<file path="src/rtl/sram_pkg.sv">
// Shared parameters, FSM encoding and length helper for the SRAM writer.
package sram_pkg;

    localparam int DATA_W_DEF = 8;
    localparam int DEPTH_DEF  = 1024;
    localparam int ADDR_W_DEF = 13;
    localparam int LEN_W      = 11;

    typedef enum logic [1:0] {
        ST_IDLE  = 2'd0,
        ST_LOAD  = 2'd1,
        ST_DRAIN = 2'd2,
        ST_DONE  = 2'd3
    } state_t;

    function automatic logic [LEN_W-1:0] clamp_len(
        input logic [LEN_W-1:0] len,
        input logic [LEN_W-1:0] max_len
    );
        return (len > max_len) ? max_len : len;
    endfunction

endpackage

</file>
<file path="src/rtl/sram_writer_if.sv">
// Valid/ready beat stream feeding the SRAM writer.
interface sram_writer_if
    import sram_pkg::*;
#(
    parameter int DATA_W = DATA_W_DEF
) ();

    logic [DATA_W-1:0] in_data;
    logic              in_valid;
    logic              in_ready;

    modport master (
        output in_data,
        output in_valid,
        input  in_ready
    );

    modport slave (
        input  in_data,
        input  in_valid,
        output in_ready
    );

endinterface

</file>
<file path="src/rtl/sram_writer.sv">
// Burst loader: accepts a stream of beats and writes them to
// consecutive, wrapping SRAM addresses with one cycle of latency.
module sram_writer
    import sram_pkg::*;
#(
    parameter int DATA_W = DATA_W_DEF,
    parameter int DEPTH  = DEPTH_DEF,
    parameter int ADDR_W = ADDR_W_DEF
) (
    input  logic              clock,
    input  logic              reset,
    input  logic              start,
    input  logic [ADDR_W-1:0] base_addr,
    input  logic [LEN_W-1:0]  length,
    sram_writer_if.slave      s_in,
    output logic [ADDR_W-1:0] WriteAddress,
    output logic [DATA_W-1:0] WriteBus,
    output logic              WriteEnable,
    output logic              busy,
    output logic              done,
    output logic [LEN_W-1:0]  count
);

    localparam int IDX_W = $clog2(DEPTH);

    state_t            r_state;
    state_t            w_next;
    logic [IDX_W-1:0]  r_ptr;
    logic [LEN_W-1:0]  r_len;
    logic [LEN_W-1:0]  r_count;
    logic              r_we;
    logic [ADDR_W-1:0] r_waddr;
    logic [DATA_W-1:0] r_wdata;

    logic              w_start_ok;
    logic              w_accept;
    logic              w_last;
    logic [LEN_W-1:0]  w_len_in;
    logic [LEN_W-1:0]  w_cnt_nxt;
    logic [IDX_W-1:0]  w_ptr_nxt;
    logic              w_unused;

    // Upper base bits never reach the address; the burst stays in-array.
    assign w_unused   = ^base_addr[ADDR_W-1:IDX_W];

    assign w_len_in   = clamp_len(length, LEN_W'(DEPTH));
    assign w_start_ok = (r_state == ST_IDLE) && start;
    assign w_accept   = s_in.in_valid && s_in.in_ready;
    assign w_cnt_nxt  = r_count + LEN_W'(1);
    assign w_last     = w_accept && (w_cnt_nxt == r_len);
    assign w_ptr_nxt  = (r_ptr == IDX_W'(DEPTH - 1)) ? '0
                                                     : r_ptr + IDX_W'(1);

    always_ff @(posedge clock) begin
        if (reset) begin
            r_state <= ST_IDLE;
        end else begin
            r_state <= w_next;
        end
    end

    always_comb begin
        w_next = r_state;
        unique case (r_state)
            ST_IDLE: begin
                if (start) begin
                    w_next = (w_len_in == '0) ? ST_DONE : ST_LOAD;
                end
            end
            ST_LOAD: begin
                if (w_last) begin
                    w_next = ST_DRAIN;
                end
            end
            ST_DRAIN: w_next = ST_DONE;
            ST_DONE:  w_next = ST_IDLE;
            default:  w_next = ST_IDLE;
        endcase
    end

    always_ff @(posedge clock) begin
        if (reset) begin
            r_ptr   <= '0;
            r_len   <= '0;
            r_count <= '0;
            r_we    <= 1'b0;
            r_waddr <= '0;
            r_wdata <= '0;
        end else begin
            r_we <= w_accept;
            if (w_start_ok) begin
                r_ptr   <= base_addr[IDX_W-1:0];
                r_len   <= w_len_in;
                r_count <= '0;
            end else if (w_accept) begin
                r_ptr   <= w_ptr_nxt;
                r_count <= w_cnt_nxt;
                r_waddr <= ADDR_W'(r_ptr);
                r_wdata <= s_in.in_data;
            end
        end
    end

    assign s_in.in_ready = (r_state == ST_LOAD);
    assign WriteAddress  = r_waddr;
    assign WriteBus      = r_wdata;
    assign WriteEnable   = r_we;
    assign busy          = (r_state != ST_IDLE);
    assign done          = (r_state == ST_DONE);
    assign count         = r_count;

endmodule

</file>
<file path="src/flat_wrapper.sv">
// flat-port wrapper written by rule: the top's interface ports become plain ports
module sram_writer_flat import sram_pkg::*;
#(
    parameter int DATA_W = DATA_W_DEF,
    parameter int DEPTH  = DEPTH_DEF,
    parameter int ADDR_W = ADDR_W_DEF
)
  (clock, reset, start, base_addr, length, WriteAddress, WriteBus, WriteEnable, busy, done, count, s_in_in_data, s_in_in_valid, s_in_in_ready);
  sram_writer_if #(.DATA_W(DATA_W)) s_in_i ();
  input  logic clock;
  input  logic reset;
  input  logic start;
  input  logic [ADDR_W-1:0] base_addr;
  input  logic [LEN_W-1:0] length;
  output logic [ADDR_W-1:0] WriteAddress;
  output logic [DATA_W-1:0] WriteBus;
  output logic WriteEnable;
  output logic busy;
  output logic done;
  output logic [LEN_W-1:0] count;
  input wire logic [$bits(s_in_i.in_data)-1:0] s_in_in_data;
  input wire logic [$bits(s_in_i.in_valid)-1:0] s_in_in_valid;
  output wire logic [$bits(s_in_i.in_ready)-1:0] s_in_in_ready;
  assign s_in_i.in_data = s_in_in_data;
  assign s_in_i.in_valid = s_in_in_valid;
  assign s_in_in_ready = s_in_i.in_ready;
  sram_writer #(.DATA_W(DATA_W), .DEPTH(DEPTH), .ADDR_W(ADDR_W)) u_core (.clock(clock), .reset(reset), .start(start), .base_addr(base_addr), .length(length), .s_in(s_in_i), .WriteAddress(WriteAddress), .WriteBus(WriteBus), .WriteEnable(WriteEnable), .busy(busy), .done(done), .count(count));
endmodule
</file>
<file path="config.mk">
export PLATFORM = sky130hd
export DESIGN_NAME = sram_writer_flat
export DESIGN_NICKNAME = d
export VERILOG_FILES = /design/src/rtl/sram_pkg.sv /design/src/rtl/sram_writer_if.sv /design/src/rtl/sram_writer.sv /design/src/flat_wrapper.sv
export SDC_FILE = /design/constraint.sdc
export NUM_CORES = 1
export LEC_CHECK = 0
export ABC_CLOCK_PERIOD_IN_PS = 2700
export CAP_MARGIN = 20
export CORE_MARGIN = 2
export CORE_UTILIZATION = 48
export CTS_CLUSTER_DIAMETER = 30
export CTS_CLUSTER_SIZE = 16
export DETAILED_ROUTE_END_ITERATION = 7
export PLACE_DENSITY = 0.8
export SYNTH_ARGS = -nofsm -noshare
export SYNTH_HDL_FRONTEND = slang
export SYNTH_SLANG_ARGS = --single-unit
</file>
<file path="constraint.sdc">
create_clock -name clock -period 2.7 [get_ports clock]
set_input_delay 0.27 -clock clock [delete_from_list [all_inputs] [get_ports clock]]
set_output_delay 0.27 -clock clock [all_outputs]
set_load 0.1 [all_outputs]
</file>
==> flow_summary.json <==
{
  "status": "completed",
  "fin_worst_skew_ns": 0.00923,
  "yosysWarnings": 0,
  "min_to": "u_core.WriteBus[4]$_SDFFE_PP0P_",
  "reg2reg_depth": 7,
  "grtUsageMet1_pct": 29.6,
  "cts_buffer_depth": 2,
  "slowest_delay_ns": 0.40,
  "top_usage_layer": "met2",
  "synth_cell_types": 44,
  "cts_sinks": 53,
  "crit_path_top_delay_cell": "dfxtp_2",
  "synth_edf_count": 0,
  "fmax_mhz": 467,
  "antennaDiodeCount": 0,
  "die_width_um": 77.0,
  "r2r_slack_ns": 0.56,
  "worstSetupEndpointType": "register",
  "cap_viol_max_count": 0,
  "dpl.hpwl_mm": 4.22,
  "hold_path_class": "register to register",
  "die_h_um": 77.0,
  "start_kind": "register",
  "synthArstFlopShare_pct": 0,
  "antenna_found_initial": 0,
  "p_per_area_mw_per_mm2": 748,
  "tritoncts": "done",
  "final_layout_size_suffix_gt1_share_pct": 14.6,
  "netlist_top_cells_count": "56 x nand2_1, 53 x dfxtp_1, 30 x nor2_1",
  "rsz0062_at_grt": "no",
  "finalWirelength_mm": 5.77,
  "synth_seq_cells": 53,
  "nNetsFinal": 414,
  "grt_start_max_net_pins": 31,
  "firstDrtPassIters": 4,
  "core_area_mm2": 0.00511,
  "required_ns": 2.90,
  "hold_buffers": 0,
  "postCtsSetupBuffers": 0,
  "cts_resized": 0,
  "placed_area_mm2": 0.00317,
  "viasPerCell": 5.34,
  "yosys.area.top_type": "dfxtp_1",
  "drc_errors": 0,
  "synth.avg_cell_area_um2": 8.19,
  "grt_pass1_wl_mm": 9.76,
  "ioPinCount": 72,
  "hp-start": "u_core.WriteBus[4]$_SDFFE_PP0P_",
  "wire_per_inst_um": 13.1,
  "ant_nets": 0,
  "synth_most_common_cell": "nand2_1",
  "cp_max_fo": 7,
  "cts_made_buffers": 5,
  "final-hold-violation-count": 0,
  "use_met2_pct": 29.9,
  "tightest_slew_ns": 0.649,
  "drt_iter0_drc": 231,
  "vias": 2355,
  "netlist_instances": 312,
  "stdcell_area_mm2": 0.00326,
  "peakVddDrop_uv": 780,
  "post-route-period-util_pct": 79.4,
  "synth.cell_area_mm2": 0.00256,
  "h-tree-depth": 2,
  "whs_path_depth": 2,
  "slew_headroom_pct": 56.7,
  "clk_pin_slew_worst_paths_ns": 0.10,
  "min_period_ns": 2.14,
  "grt_pass1_vias": 2077,
  "start_util_pct": 50.0,
  "ys_seq_area_share_pct": 41.5,
  "leakage_uw": 0.00127,
  "synthFlopType": "dfxtp_1",
  "path_cells": "ha_1 -> and3_1 -> nand4_1 -> a221o_1 -> nor4_4 -> o21ai_0 -> o311a_1",
  "cts_root_buf": "clkbuf_8",
  "die-area_mm2": 0.00593,
  "path_buf_inv": 0,
  "critPathTopFamily": "simple AND/OR/NAND/NOR gates",
  "clock_latency_ns": 0.30,
  "grt_use_met3_pct": 3.18,
  "r2r-start": "u_core.count[0]$_SDFFE_PP0P_",
  "place_congestion": 0.822,
  "netlist_top_cells_area": "dfxtp_1 42%, nand2_1 8.2%, xnor2_1 4.8%",
  "slew_viol_final": 0,
  "fin_tns_setup_ns": 0,
  "final_util_pct": 63.9,
  "syn_to_final_growth_pct": 27.6,
  "fp-row-count": 26,
  "criticalPathCategory": "register to register",
  "setup_viol": 0,
  "synth_top_area_share_pct": 41.5,
  "regToRegEndpoint": "u_core.r_state[1]$_SDFFE_PP0P_",
  "grt.overflow.total": 0,
  "io_buffer_count": 65,
  "cp.arrival_ns": 2.34,
  "gr-usage-all-layers_pct": 20.2
}
## stage by stage
stage	total power (uW)	hold slack [ns]	worst slack (ns)	instances
finish	2440	0.460	0.556	441
global route	2570	0.483	0.425	441
CTS	2440	0.461	0.584	441
detailed placement	2000	0.447	0.550	434
global placement	1980	0.443	0.604	434
floorplan	1740	0.396	0.0296	314
## flip-flops by register name, indices dropped and copies added (netlist names)
name                 cells
u_core.r_state           2
u_core.count            11
u_core.WriteEnable       1
u_core.WriteAddress     10
u_core.r_len            11
u_core.WriteBus          8
u_core.r_ptr            10
## routing by layer
layer / wire length, um / up-vias
li1: - / 1193
met2: 2570 / 57
met3: 281 / 7
met5: 0 / -
met1: 2830 / 1098
met4: 85 / 0
## cells by family after synthesis
family	synth area share, %
AO/OA/AOI/OAI	18.6
other	0.147
adder cells (fa/ha/maj)	3.43
flip-flops	41.5
buffers and inverters	4.94
AND/OR/NAND/NOR	22.8
XOR/XNOR	8.57
## where the power goes
group | switching, uW | leakage, uW | internal, uW
sequential | 96.1 | 0.000432 | 876
combinational | 698 | 0.000792 | 309
clock | 257 | 0.0000433 | 203
## cell type report
| type | count | area (um^2) |
|---|---|---|
| timing repair buffer | 71 | 613 |
| fill | 450 | 1850 |
| clock buffer | 6 | 82.6 |
| multi-input combinational | 232 | 1380 |
| inverter | 8 | 30.0 |
| sequential | 53 | 1060 |
| clock inverter | 1 | 7.51 |
| tap | 70 | 87.6 |
## worst max-delay path by stage
stage / start / end / slack [ns] / cells past startpoint
after floorplan: u_core.count[3]$_SDFFE_PP0P_ / u_core.r_state[1]$_SDFFE_PP0P_ / 0.03 / 7
after global placement: length[4] / u_core.r_len[6]$_SDFFE_PP0P_ / 0.60 / 5
after detailed placement: length[4] / u_core.r_len[4]$_SDFFE_PP0P_ / 0.55 / 5
after CTS: u_core.count[0]$_SDFFE_PP0P_ / u_core.r_state[1]$_SDFFE_PP0P_ / 0.58 / 7
after global routing: u_core.count[0]$_SDFFE_PP0P_ / u_core.r_state[1]$_SDFFE_PP0P_ / 0.42 / 7
final: u_core.count[0]$_SDFFE_PP0P_ / u_core.r_state[1]$_SDFFE_PP0P_ / 0.56 / 7
## tightest hold or removal path, cell delays in order (launching register included)
cell     delay (ns)
dfxtp_1        0.32
nand2_1        0.05
a21oi_1        0.05
## cell usage in the layout (no fill, tap or decap), types with 2 or more instances in the layout
cell and instances:
nand2_1 56, dfxtp_1 50, buf_4 39, clkdlybuf4s50_1 32, nor2_1 30, a21oi_1 24, xnor2_1 14, o21ai_0 12
xor2_1 11, a22o_1 10, nand3_1 9, inv_1 8, ha_1 7, nor3_1 6, clkbuf_8 6, a221oi_1 5
a211oi_1 5, nand4_1 4, or3_1 4, and3_1 3, nor2b_1 3, nor4_1 3, conb_1 3, dfxtp_2 3
and2_1 2, a222oi_1 2, o311a_1 2
Note: power is estimated with default switching activity, not from simulation.
